**src/rtl/fsm_sym_packer_pkg.sv**
```systemverilog
// Shared definitions for the {m,n} symbol packer: state encoding,
// the symbol value that is counted, and a width helper for fill_idx.
package fsm_sym_packer_pkg;

    typedef enum logic [0:0] {
        IDLE = 1'b0,
        FILL = 1'b1
    } state_t;

    localparam logic [1:0] SYM_11 = 2'b11;

    // Smallest r with 2**r >= v; used to size the symbol fill counter.
    function automatic int clog2(input int v);
        int r;
        r = 0;
        while ((1 << r) < v) begin
            r = r + 1;
        end
        return r;
    endfunction

endpackage

```
**src/rtl/fsm_sym_packer_if.sv**
```systemverilog
// Valid/ready word stream carrying packed symbol words to a logger/UART stage.
interface fsm_sym_packer_if #(
    parameter int W = 8
);
    logic         valid;
    logic         ready;
    logic [W-1:0] data;

    modport master (output valid, output data, input ready);
    modport slave  (input valid, input data, output ready);
endinterface

```
**src/rtl/fsm_sym_packer_sym_out_slot.sv**
```systemverilog
// Single-entry valid/ready holding register. A word offered while the slot
// is occupied and not draining is dropped and recorded in a sticky flag.
module sym_out_slot #(
    parameter int W = 8
) (
    input  logic         clk,
    input  logic         rst_b,
    input  logic         clr,
    input  logic         load,
    input  logic [W-1:0] load_data,
    input  logic         ready,
    output logic         valid,
    output logic [W-1:0] data,
    output logic         ovf
);

    logic accept;

    // The slot can take a new word when empty or when it drains on this edge.
    always_comb begin
        accept = !valid || ready;
    end

    // Hold, load, drain or drop; clr wins over everything else.
    always_ff @(posedge clk or negedge rst_b) begin
        if (!rst_b) begin
            valid <= 1'b0;
            data  <= '0;
            ovf   <= 1'b0;
        end else if (clr) begin
            valid <= 1'b0;
            data  <= '0;
            ovf   <= 1'b0;
        end else if (load) begin
            if (accept) begin
                valid <= 1'b1;
                data  <= load_data;
            end else begin
                ovf   <= 1'b1;
            end
        end else if (valid && ready) begin
            valid <= 1'b0;
        end
    end

endmodule

```
**src/rtl/fsm_sym_packer.sv**
```systemverilog
// Packs SYMS consecutive {m,n} symbols (first symbol in the MSBs) into one
// word, hands it to a single-entry output slot, and counts 2'b11 symbols
// with a saturating counter.
module fsm_sym_packer
    import fsm_sym_packer_pkg::*;
#(
    parameter int SYMS  = 4,
    parameter int CNT_W = 8
) (
    input  logic                        clk,
    input  logic                        rst_b,
    input  logic                        en,
    input  logic                        m,
    input  logic                        n,
    input  logic                        flush,
    input  logic                        clr,
    fsm_sym_packer_if.master            out_if,
    output logic                        ovf,
    output logic [CNT_W-1:0]            hit_cnt,
    output logic [clog2(SYMS+1)-1:0]    fill_idx
);

    localparam int W  = 2 * SYMS;
    localparam int FW = clog2(SYMS + 1);

    state_t       state;
    logic [W-1:0] shreg;
    logic [W-1:0] ins;
    logic [W-1:0] word;
    logic [1:0]   sym;
    logic         last;
    logic         emit;

    function automatic logic [CNT_W-1:0] sat_inc(input logic [CNT_W-1:0] v);
        return (v == {CNT_W{1'b1}}) ? v : v + CNT_W'(1);
    endfunction

    // Place the incoming symbol at its slot and decide whether a word leaves
    // the packer on this edge (completion, or flush of a non-empty word).
    always_comb begin
        sym = {m, n};
        ins = '0;
        for (int k = 0; k < SYMS; k++) begin
            if (fill_idx == FW'(k)) begin
                ins[W-1-2*k -: 2] = sym;
            end
        end
        word = en ? (shreg | ins) : shreg;
        last = en && (fill_idx == FW'(SYMS - 1));
        emit = last || (flush && (en || (state == FILL)));
    end

    // Packer FSM: shift register, fill count and the 2'b11 hit counter.
    always_ff @(posedge clk or negedge rst_b) begin
        if (!rst_b) begin
            state    <= IDLE;
            fill_idx <= '0;
            shreg    <= '0;
            hit_cnt  <= '0;
        end else if (clr) begin
            state    <= IDLE;
            fill_idx <= '0;
            shreg    <= '0;
            hit_cnt  <= '0;
        end else begin
            if (emit) begin
                state    <= IDLE;
                fill_idx <= '0;
                shreg    <= '0;
            end else if (en) begin
                state    <= FILL;
                fill_idx <= fill_idx + FW'(1);
                shreg    <= word;
            end
            if (en && (sym == SYM_11)) begin
                hit_cnt <= sat_inc(hit_cnt);
            end
        end
    end

    sym_out_slot #(
        .W (W)
    ) u_slot (
        .clk       (clk),
        .rst_b     (rst_b),
        .clr       (clr),
        .load      (emit),
        .load_data (word),
        .ready     (out_if.ready),
        .valid     (out_if.valid),
        .data      (out_if.data),
        .ovf       (ovf)
    );

endmodule
```
**src/flat_wrapper.sv**
```systemverilog
// flat-port wrapper written by rule: the top's interface ports become plain ports
module fsm_sym_packer_flat import fsm_sym_packer_pkg::*;
#(
    parameter int SYMS  = 4,
    parameter int CNT_W = 8
)
  (clk, rst_b, en, m, n, flush, clr, ovf, hit_cnt, fill_idx, out_if_valid, out_if_data, out_if_ready);
  fsm_sym_packer_if out_if_i ();
  input  logic clk;
  input  logic rst_b;
  input  logic en;
  input  logic m;
  input  logic n;
  input  logic flush;
  input  logic clr;
  output logic ovf;
  output logic [CNT_W-1:0] hit_cnt;
  output logic [clog2(SYMS+1)-1:0] fill_idx;
  output wire logic [$bits(out_if_i.valid)-1:0] out_if_valid;
  output wire logic [$bits(out_if_i.data)-1:0] out_if_data;
  input wire logic [$bits(out_if_i.ready)-1:0] out_if_ready;
  assign out_if_valid = out_if_i.valid;
  assign out_if_data = out_if_i.data;
  assign out_if_i.ready = out_if_ready;
  fsm_sym_packer #(.SYMS(SYMS), .CNT_W(CNT_W)) u_core (.clk(clk), .rst_b(rst_b), .en(en), .m(m), .n(n), .flush(flush), .clr(clr), .out_if(out_if_i), .ovf(ovf), .hit_cnt(hit_cnt), .fill_idx(fill_idx));
endmodule
```
**config.mk**
```make
export PLATFORM = sky130hd
export DESIGN_NAME = fsm_sym_packer_flat
export DESIGN_NICKNAME = d
export VERILOG_FILES = /design/src/rtl/fsm_sym_packer_pkg.sv /design/src/rtl/fsm_sym_packer_if.sv /design/src/rtl/fsm_sym_packer_sym_out_slot.sv /design/src/rtl/fsm_sym_packer.sv /design/src/flat_wrapper.sv
export SDC_FILE = /design/constraint.sdc
export NUM_CORES = 1
export LEC_CHECK = 0
export BUFFER_PORTS_ARGS = -buffer_cell sky130_fd_sc_hd__buf_2
export CELL_PAD_IN_SITES_DETAIL_PLACEMENT = 1
export CELL_PAD_IN_SITES_GLOBAL_PLACEMENT = 1
export CORE_MARGIN = 4
export CORE_UTILIZATION = 42
export DETAILED_ROUTE_END_ITERATION = 12
export PLACE_DENSITY = 0.84
export RECOVER_POWER = 50
export REMOVE_ABC_BUFFERS = 1
export SYNTH_ARGS = -nofsm -noshare
export SYNTH_HDL_FRONTEND = slang
export SYNTH_SLANG_ARGS = --single-unit
```
**constraint.sdc**
```tcl
create_clock -name clk -period 2 [get_ports clk]
set_input_delay 0.1 -clock clk [delete_from_list [all_inputs] [get_ports clk]]
set_output_delay 0.1 -clock clk [all_outputs]
set_load 0.02 [all_outputs]
```
# Yosys cells after proc, flatten, opt, wreduce, memory -nomap -nowiden
# Cells that the tools add are included.
# word_totals
output_inout_bits	21
regBits	30
inputBits	8
wordCells	63
# classes
addsub	2
reduce_logical	18
bitwise_logic	1
n_eq_ne	8
mux	27
# op_table
op	count
8-bit 2-to-1 mux	10
1-bit 2-to-1 mux	10
3-bit 2-to-1 mux	3
8-bit by 1-bit adder with 8-bit output (second input constant)	1
8-bit == test (second input constant)	1
2-bit 2-to-1 mux	4
8-bit OR	1
2-bit AND reduction	4
3-bit by 2-bit == test with 1-bit output (second input constant)	2
2-bit nonzero test	3
3-bit nonzero test	2
1-bit logical AND	4
2-bit != test (second input constant)	2
3-bit by 1-bit adder with 3-bit output (second input constant)	1
3-bit by 1-bit == test with 1-bit output (second input constant)	1
3-bit zero test	1
1-bit logical OR	3
3-bit != test (second input constant)	1
2-bit == test (second input constant)	1
1-bit zero test	1

# Depth between registers and ports, before layout
# Gate-level depths: netlist (run 1).
# logic_depth
depth_word	7
depth_mapped	6
mapped_depth_nobuf	5

# Cells and area by module
# A second synthesis (run 1) with hierarchy kept.
# unflattened
hier_cells	147
area_unflattened_um2	1575.3
# by_module_without_submodules
module	area_each_um2	seq_area_each_um2	instances	cells_each
fsm_sym_packer	1089.8	500.5	1	105
sym_out_slot	485.5	250.2	1	42

# Least setup slack after synthesis (run 1)
# No wires, ideal clock.
# synth_path
path_kind	flip-flop to flip-flop
startpoint	reg u_core.fill_idx[0]
endpoint	reg u_core.u_slot.data[0]
setup_time_ps	87
period_less_slack_ps	1706
arrival_time_ps	1619
path_buffers	1
t_required_ps	1913
path_slack_ps	294
path_stages_with_launch	7
cell_sequence	dfrtp_1 > ha_1 > ha_1 > or2_1 > and3_4 > buf_6 > a211oi_2
# synth_between
elab_chain_len	7
elab_cells_between_ends	11
classes_between	eq/ne (1); mux (5); bitwise (1); reduce/logical (4)
# synth_rtl
element	line	text
start, declared	fsm_sym_packer.sv:20	output logic [clog2(SYMS+1)-1:0] fill_idx
start signal, assigned	fsm_sym_packer.sv:72	fill_idx <= fill_idx + FW'(1);
3-bit by 2-bit == test with 1-bit output (*)	fsm_sym_packer.sv:44, fsm_sym_packer.sv:49	
2-bit 2-to-1 mux	fsm_sym_packer.sv:44	if (fill_idx == FW'(k)) begin
8-bit OR	fsm_sym_packer.sv:48	word = en ? (shreg | ins) : shreg;
8-bit 2-to-1 mux	fsm_sym_packer.sv:48	
8-bit 2-to-1 mux	fsm_sym_packer_sym_out_slot.sv:35	if (accept) begin
8-bit 2-to-1 mux	fsm_sym_packer_sym_out_slot.sv:34	end else if (load) begin
8-bit 2-to-1 mux	fsm_sym_packer_sym_out_slot.sv:30	end else if (clr) begin
end signal, assigned	fsm_sym_packer_sym_out_slot.sv:37	data <= load_data;
end, declared	fsm_sym_packer_sym_out_slot.sv:13	output logic [W-1:0] data,
# Mark *: on every way between the ends. The rest lies on a longest branch, timed or not. The select of a mux whose other input is x is not followed.
# A chain may end at the register's enable or synchronous reset.

# Final worst setup path (run 1)
# layout_path
startpoint	reg u_core.fill_idx[0]
endpoint	reg u_core.fill_idx[2]
# layout_between
elab_chain_len	5
elab_cells_between_ends	8
classes_between	add/sub (1); eq/ne (1); mux (3); reduce/logical (3)
# layout_rtl
element
parallel branches: the longest is 5 deep, another holds 3-bit by 1-bit adder with 3-bit output
# Several ways; the timed one is not identified. The select of a mux whose other input is x is not followed.

==> results.toml, run 1 <==
[setup_path]
r2r_cells = 5
critPathCaptureType = "flop"
crit_required_ns = 2.23
critPathLaunch = "u_core.fill_idx[0]"
r2r_end = "u_core.fill_idx[2]"
start_kind = "flop"
critPathMaxFanout = 12
r2r_setup_slack_ns = 0.19
cp_data_arrival_time_ns = 2.05
cp-endpoint = "u_core.fill_idx[2]"
r2r-start = "u_core.fill_idx[0]"
crit_type = "reg2reg"

[cts]
cts_buffers = 5
postCtsSetupBuffers = 0
ctsRootBufferMaster = "clkbuf_4"
htree_levels = 2
cts_max_path_buffers = 2
cts.clk_slew.worst_paths_ns = 0.09
cts.sinks = 30
cts_tree = "yes"
clock_latency_ns = 0.32

[synth]
synth_enable_flop_cells = 0
synth_area_leader_cell = "dfrtp_1"
synth_area_leaders = "dfrtp_1 49%, a211oi_2 7.4%, a31oi_1 7.0%"
async_flop_share = 1.00
synth_area_per_cell_um2 = 11.0
synthMuxAreaShare = 0.0304
yosys.area.top_type_share = 0.493
yosysWarnings = 0
synth.cells.most_frequent = "30 x dfrtp_1, 18 x nor2_1, 17 x a31oi_1, 9 x a211oi_2"
synth_adder_area_share = 0.0493
synth_top_family_by_area = "compound AO/OA/AOI/OAI gates"
netlist_instances = 138
synth_simple_gate_area_frac = 0.145
synth_cell_types = 31
yosysSeqAreaShare = 0.493
synth.cell_area_mm2 = 0.00152
synthFlopType = "dfrtp_1"
synth_compound_area_frac = 0.232
synth_xor_area_frac = 0.00575
ys_ff_latch = 30
synth_most_common_cell = "dfrtp_1"

[floorplan]
start_util = 0.446
die_w_um = 68.2
rows = 21
ios = 29
dieArea_mm2 = 0.00465
coreArea_mm2 = 0.00342
dieHeight_um = 68.2

[timing]
finalSetupViolations = 0
hold_violations = 0
post-route-period-util = 0.907
worstMarginPinSlew_ns = 0.739
setup_tns_ns = 0
clock.fmax_ghz = 0.551
grt_setup_unrepaired = "false"
hold_ws_ns = 0.148
skew_ns = 0.00499
slew_headroom = 0.507
finalWorstPathRequiredPeriod_ns = 1.81
drv_slew = 0
setup_ws_ns = 0.187

[grt]
antenna_found_initial = 0
overflow = 0
grt_pass1_vias = 1239
grt_pass1_wl_um = 6270
grt_max_degree = 31
track_usage = 0.179

[run]
cap_violations = 0

[run_status]
status = "complete, no violations"

[final_layout]
n_antenna_cell = 0
fillers = 403
fin_cells = 214
nets = 181
area_growth_pct = 13.8
drive_gt1_frac = 0.244

[drt]
drc = 0
num_vias = 1214
drt_first_pass_iters = 4
viasPerCell = 5.67
drtIter0Drc = 130
wire_per_inst_um = 16.8
wirelength_um = 3590
drtAntennaViolNets = 0

[min_path]
hold_path_class = "in2reg"
hold-path-cell-count = 4

[power_and_ir_drop]
intPower_mw = 0.855
pwr_density_cell_mw_per_mm2 = 694
netSwitchingPower_mw = 0.347
leakage_nw = 0.786
combPwrFrac = 0.146
ir_drop_mv = 0.313
swShare = 0.289
total_power_mw = 1.20
p_seq_frac = 0.537
p_clk_frac = 0.317

[placed_design]
dp_cells = 205
portBuffers = 28
gp_congestion = 0.848
dp_hpwl_um = 2570
dp_slack_ns = 0.214
-- power by group through the flow --
stage,sequential (mW),clock (mW),combinational [mW]
finish,0.645,0.382,0.175
global route,0.649,0.432,0.194
CTS,0.645,0.393,0.180
detailed placement,0.657,0,0.178
global placement,0.655,0,0.171
floorplan,0.678,0,0.0791
-- worst min-delay path by stage --
stage	from	to
finish	out_if_ready	u_core.u_slot.ovf
CTS	out_if_ready	u_core.u_slot.ovf
floorplan	rst_b	u_core.fill_idx[0]
global route	out_if_ready	u_core.u_slot.ovf
detailed placement	rst_b	u_core.u_slot.data[7]
global placement	rst_b	u_core.u_slot.data[0]
-- cell families after synthesis --
kind of cell    Yosys count
buf+inv                  12
xor+xnor                  1
compound gates           44
simple gates             41
mux                       4
flops                    30
fa+ha+maj                 6
-- per-stage QoR --
step	instance area [um^2]	util
after detailed placement	1680	0.490
after global routing	1730	0.507
after floorplan	1470	-
final	1730	0.507
after global placement	1680	0.490
after CTS	1750	0.511
-- layout make-up --
type | count | area, um^2 | share of cell area
Multi-Input combinational cell | 96 | 704 | 0.406
Inverter | 4 | 15.0 | 0.00866
Clock inverter | 1 | 5.00 | 0.00289
Sequential cell | 30 | 751 | 0.433
Timing Repair Buffer | 30 | 145 | 0.0838
Tap cell | 46 | 57.6 | 0.0332
Clock buffer | 7 | 55.1 | 0.0318
-- registers in the layout (all words and copies together) (netlist names) --
register / count
u_core.hit_cnt: 8
u_core.shreg: 8
u_core.state: 1
u_core.u_slot.data: 8
u_core.fill_idx: 3
u_core.u_slot.ovf: 1
u_core.u_slot.valid: 1
-- layer usage --
metal,wire length (um),global-route usage,up-vias
met2,1700,0.280,24
met3,126,0.0345,5
li1,-,-,574
met5,0,0,-
met4,48,0.0744,0
met1,1710,0.242,611
-- cell usage in the layout, fill, tap and decap left out --
cell type | netlist | layout
dfrtp_1 | 30 | 30
nor2_1 | 18 | 18
a31oi_1 | 17 | 17
buf_2 | 6 | 17
clkbuf_1 | 0 | 11
a211oi_2 | 9 | 9
nor2b_1 | 6 | 6
ha_1 | 6 | 6
clkbuf_4 | 0 | 5
inv_1 | 4 | 4
a211oi_1 | 4 | 4
a21oi_1 | 4 | 4
and3_1 | 3 | 3
a311oi_1 | 3 | 3
a41oi_1 | 3 | 3
nand2b_1 | 3 | 3
a21o_1 | 2 | 2
nand3_1 | 2 | 2
mux2i_1 | 2 | 2
nand2_1 | 2 | 2
or2_1 | 1 | 1
nand3_2 | 1 | 1
and4_4 | 1 | 1
a21boi_0 | 1 | 1
and3_2 | 1 | 1
xnor2_1 | 1 | 1
and4_1 | 1 | 1
nor4_1 | 1 | 1
mux2_4 | 1 | 1
a21oi_2 | 1 | 1
mux2_1 | 1 | 1
and3_4 | 1 | 1
clkinv_2 | 0 | 1
clkbuf_8 | 0 | 1
dlygate4sd3_1 | 0 | 1
clkbuf_2 | 0 | 1
buf_4 | 0 | 1
-- critical path, stage by stage, from the launching register on --
cell,delay [ns]
dfrtp_1,0.45
ha_1,0.22
ha_1,0.20
or2_1,0.27
a21o_1,0.31
a211oi_1,0.27
-- timing repair --
item	4_1_cts	5_1_grt
hold endpoints to repair	30	0
hold buffers	1	0
resized for setup	0	0
(Power assumes the default switching activity.)
==> run 2: changes to the inputs <==
--- a/config.mk
+++ b/config.mk
@@ -5,15 +5,16 @@
 export SDC_FILE = /design/constraint.sdc
 export NUM_CORES = 1
 export LEC_CHECK = 0
-export BUFFER_PORTS_ARGS = -buffer_cell sky130_fd_sc_hd__buf_2
 export CELL_PAD_IN_SITES_DETAIL_PLACEMENT = 1
 export CELL_PAD_IN_SITES_GLOBAL_PLACEMENT = 1
 export CORE_MARGIN = 4
-export CORE_UTILIZATION = 42
+export CORE_UTILIZATION = 48
 export DETAILED_ROUTE_END_ITERATION = 12
+export DONT_BUFFER_PORTS = 1
 export PLACE_DENSITY = 0.84
 export RECOVER_POWER = 50
 export REMOVE_ABC_BUFFERS = 1
+export SLEW_MARGIN = 20
 export SYNTH_ARGS = -nofsm -noshare
 export SYNTH_HDL_FRONTEND = slang
 export SYNTH_SLANG_ARGS = --single-unit
==> run 2 against run 1 <==
  * Clock power fell by 14%
  * Combinational power fell by 14%
  * Sequential cell count did not move
  * Fmax rose by 4.1%
  * Worst hold slack got worse by 0.13 ns
  * Sequential power rose by 2%
  * Largest cell class unchanged
  * Largest power group unchanged
==> results.toml, run 2 (synthesized netlist as in run 1, its figures left out) <==
[run_status]
status = "complete, no violations"

[cts]
cts_max_path_buffers = 2
clock_latency_ns = 0.32
htree_levels = 2
cts.sinks = 30
cts_tree = "yes"
cts.clk_slew.worst_paths_ns = 0.09
cts_buffers = 5
postCtsSetupBuffers = 0
ctsRootBufferMaster = "clkbuf_4"

[drt]
drc = 0
num_vias = 1163
drtAntennaViolNets = 0
wirelength_um = 3720
viasPerCell = 6.06
drtIter0Drc = 43
wire_per_inst_um = 19.4
drt_first_pass_iters = 4

[min_path]
hold_end = "u_core.shreg[0]"
hold-path-cell-count = 2
hold_start = "en"
hold_path_class = "in2reg"

[grt]
grt_pass1_wl_um = 6210
track_usage = 0.199
antenna_found_initial = 0
grt_pass1_vias = 1235
grt_max_degree = 31
overflow = 0

[timing]
post-route-period-util = 0.871
worstMarginPinSlew_ns = 1.36
finalWorstPathRequiredPeriod_ns = 1.74
slew_headroom = 0.0961
hold_violations = 0
grt_setup_unrepaired = "false"
hold_ws_ns = 0.0138
drv_slew = 0
setup_tns_ns = 0
finalSetupViolations = 0
clock.fmax_ghz = 0.574
skew_ns = 0.00928

[placed_design]
portBuffers = 0
dp_hpwl_um = 2470
dp_cells = 179
dpl_cell_area_mm2 = 0.00156
gp_congestion = 0.842

[final_layout]
final_cell_mix = "30 x dfrtp_1, 18 x nor2_1, 17 x a31oi_1"
nets = 162
reg.largest.list = "u_core.hit_cnt: 8 flops, u_core.shreg: 8 flops, u_core.u_slot.data: 8 flops"
area_growth_pct = 9.70
fin_cells = 192
final_area_mm2 = 0.00167
n_antenna_cell = 0
layout.cells.most_common = "dfrtp_1"
final_util = 0.547
drive_gt1_frac = 0.169

[power_and_ir_drop]
pwr_density_cell_mw_per_mm2 = 682
leakage_nw = 0.728
ir_drop_mv = 0.362

[setup_path]
critPathTopFamily = "compound AO/OA/AOI/OAI gates"
critPathMaxFanout = 12
r2r_setup_slack_ns = 0.26
r2r_cells = 5
worstPathCellList = "ha_1 > ha_1 > or2_1 > a21o_1 > a211oi_1"
cp_slowest_stage_delay_ns = 0.39
cp_data_arrival_time_ns = 1.98
critPathCaptureType = "flop"
crit_required_ns = 2.23
crit_buf_inv = 0
r2r-start = "u_core.fill_idx[0]"
r2r_end = "u_core.fill_idx[2]"
crit_type = "reg2reg"
slowest_stage = "dfrtp_1"
start_kind = "flop"
crit_top_cell = "ha_1"

[floorplan]
start_util = 0.499
dieArea_mm2 = 0.00414
dieHeight_um = 64.3
ios = 29
coreArea_mm2 = 0.00305
rows = 20
die_w_um = 64.3

[run]
cap_violations = 0
==> run 2: cell count changes in the layout (fill, tap and decap cells not counted), sizes merged <==
cell,change
clkinv,-1
dlygate4sd3,+4
buf,-13
clkbuf,-11
dlymetal6s4s,+1
==> run 2: final cells by class <==
cell class	count	area (um^2)
Inverter	4	15.0
Fill cell	332	1380
Timing Repair Buffer	11	100
Multi-Input combinational cell	96	704
Tap cell	44	55.1
Clock buffer	7	45.0
Sequential cell	30	751
==> run 2: worst max-delay path by stage <==
stage / depth (start not counted) / endpoint / from
after floorplan: 5 / u_core.fill_idx[2] / u_core.fill_idx[0]
after global placement: 5 / u_core.fill_idx[2] / u_core.fill_idx[0]
after detailed placement: 5 / u_core.fill_idx[2] / u_core.fill_idx[1]
after CTS: 5 / u_core.fill_idx[2] / u_core.fill_idx[0]
after global routing: 5 / u_core.fill_idx[2] / u_core.fill_idx[0]
final: 5 / u_core.fill_idx[2] / u_core.fill_idx[0]
==> run 2: report_power, final <==
| part | internal (mW) | leakage, nW | switching [mW] |
|---|---|---|---|
| Clock | 0.132 | 0.0254 | 0.196 |
| Combinational | 0.0562 | 0.292 | 0.0946 |
| Sequential | 0.629 | 0.410 | 0.0318 |
==> run 2: worst reg2reg max path, stage by stage (launching register included) <==
cell      delay [ns]
dfrtp_1         0.39
ha_1            0.20
ha_1            0.21
or2_1           0.28
a21o_1          0.31
a211oi_1        0.26
==> run 2: through the flow <==
step,worst slack (ns),total power [mW]
6_report,0.257,1.14
5_1_grt,0.141,1.21
4_1_cts,0.267,1.15
3_5_place_dp,0.290,0.791
3_3_place_gp,0.364,0.783
2_1_floorplan,0.166,0.757
==> run 2: metal layers <==
metal	vias up	part of all wire	GRT usage
li1	536	-	-
met1	586	0.42	0.239
met2	33	0.50	0.321
met4	0	0.015	0.0633
met3	8	0.063	0.0844
met5	-	0	0
==> run 2: what timing repair did <==
item                      in CTS  in global routing
gates resized for setup        0                  0
hold endpoints to repair      54                  0
hold buffers                   6                  0
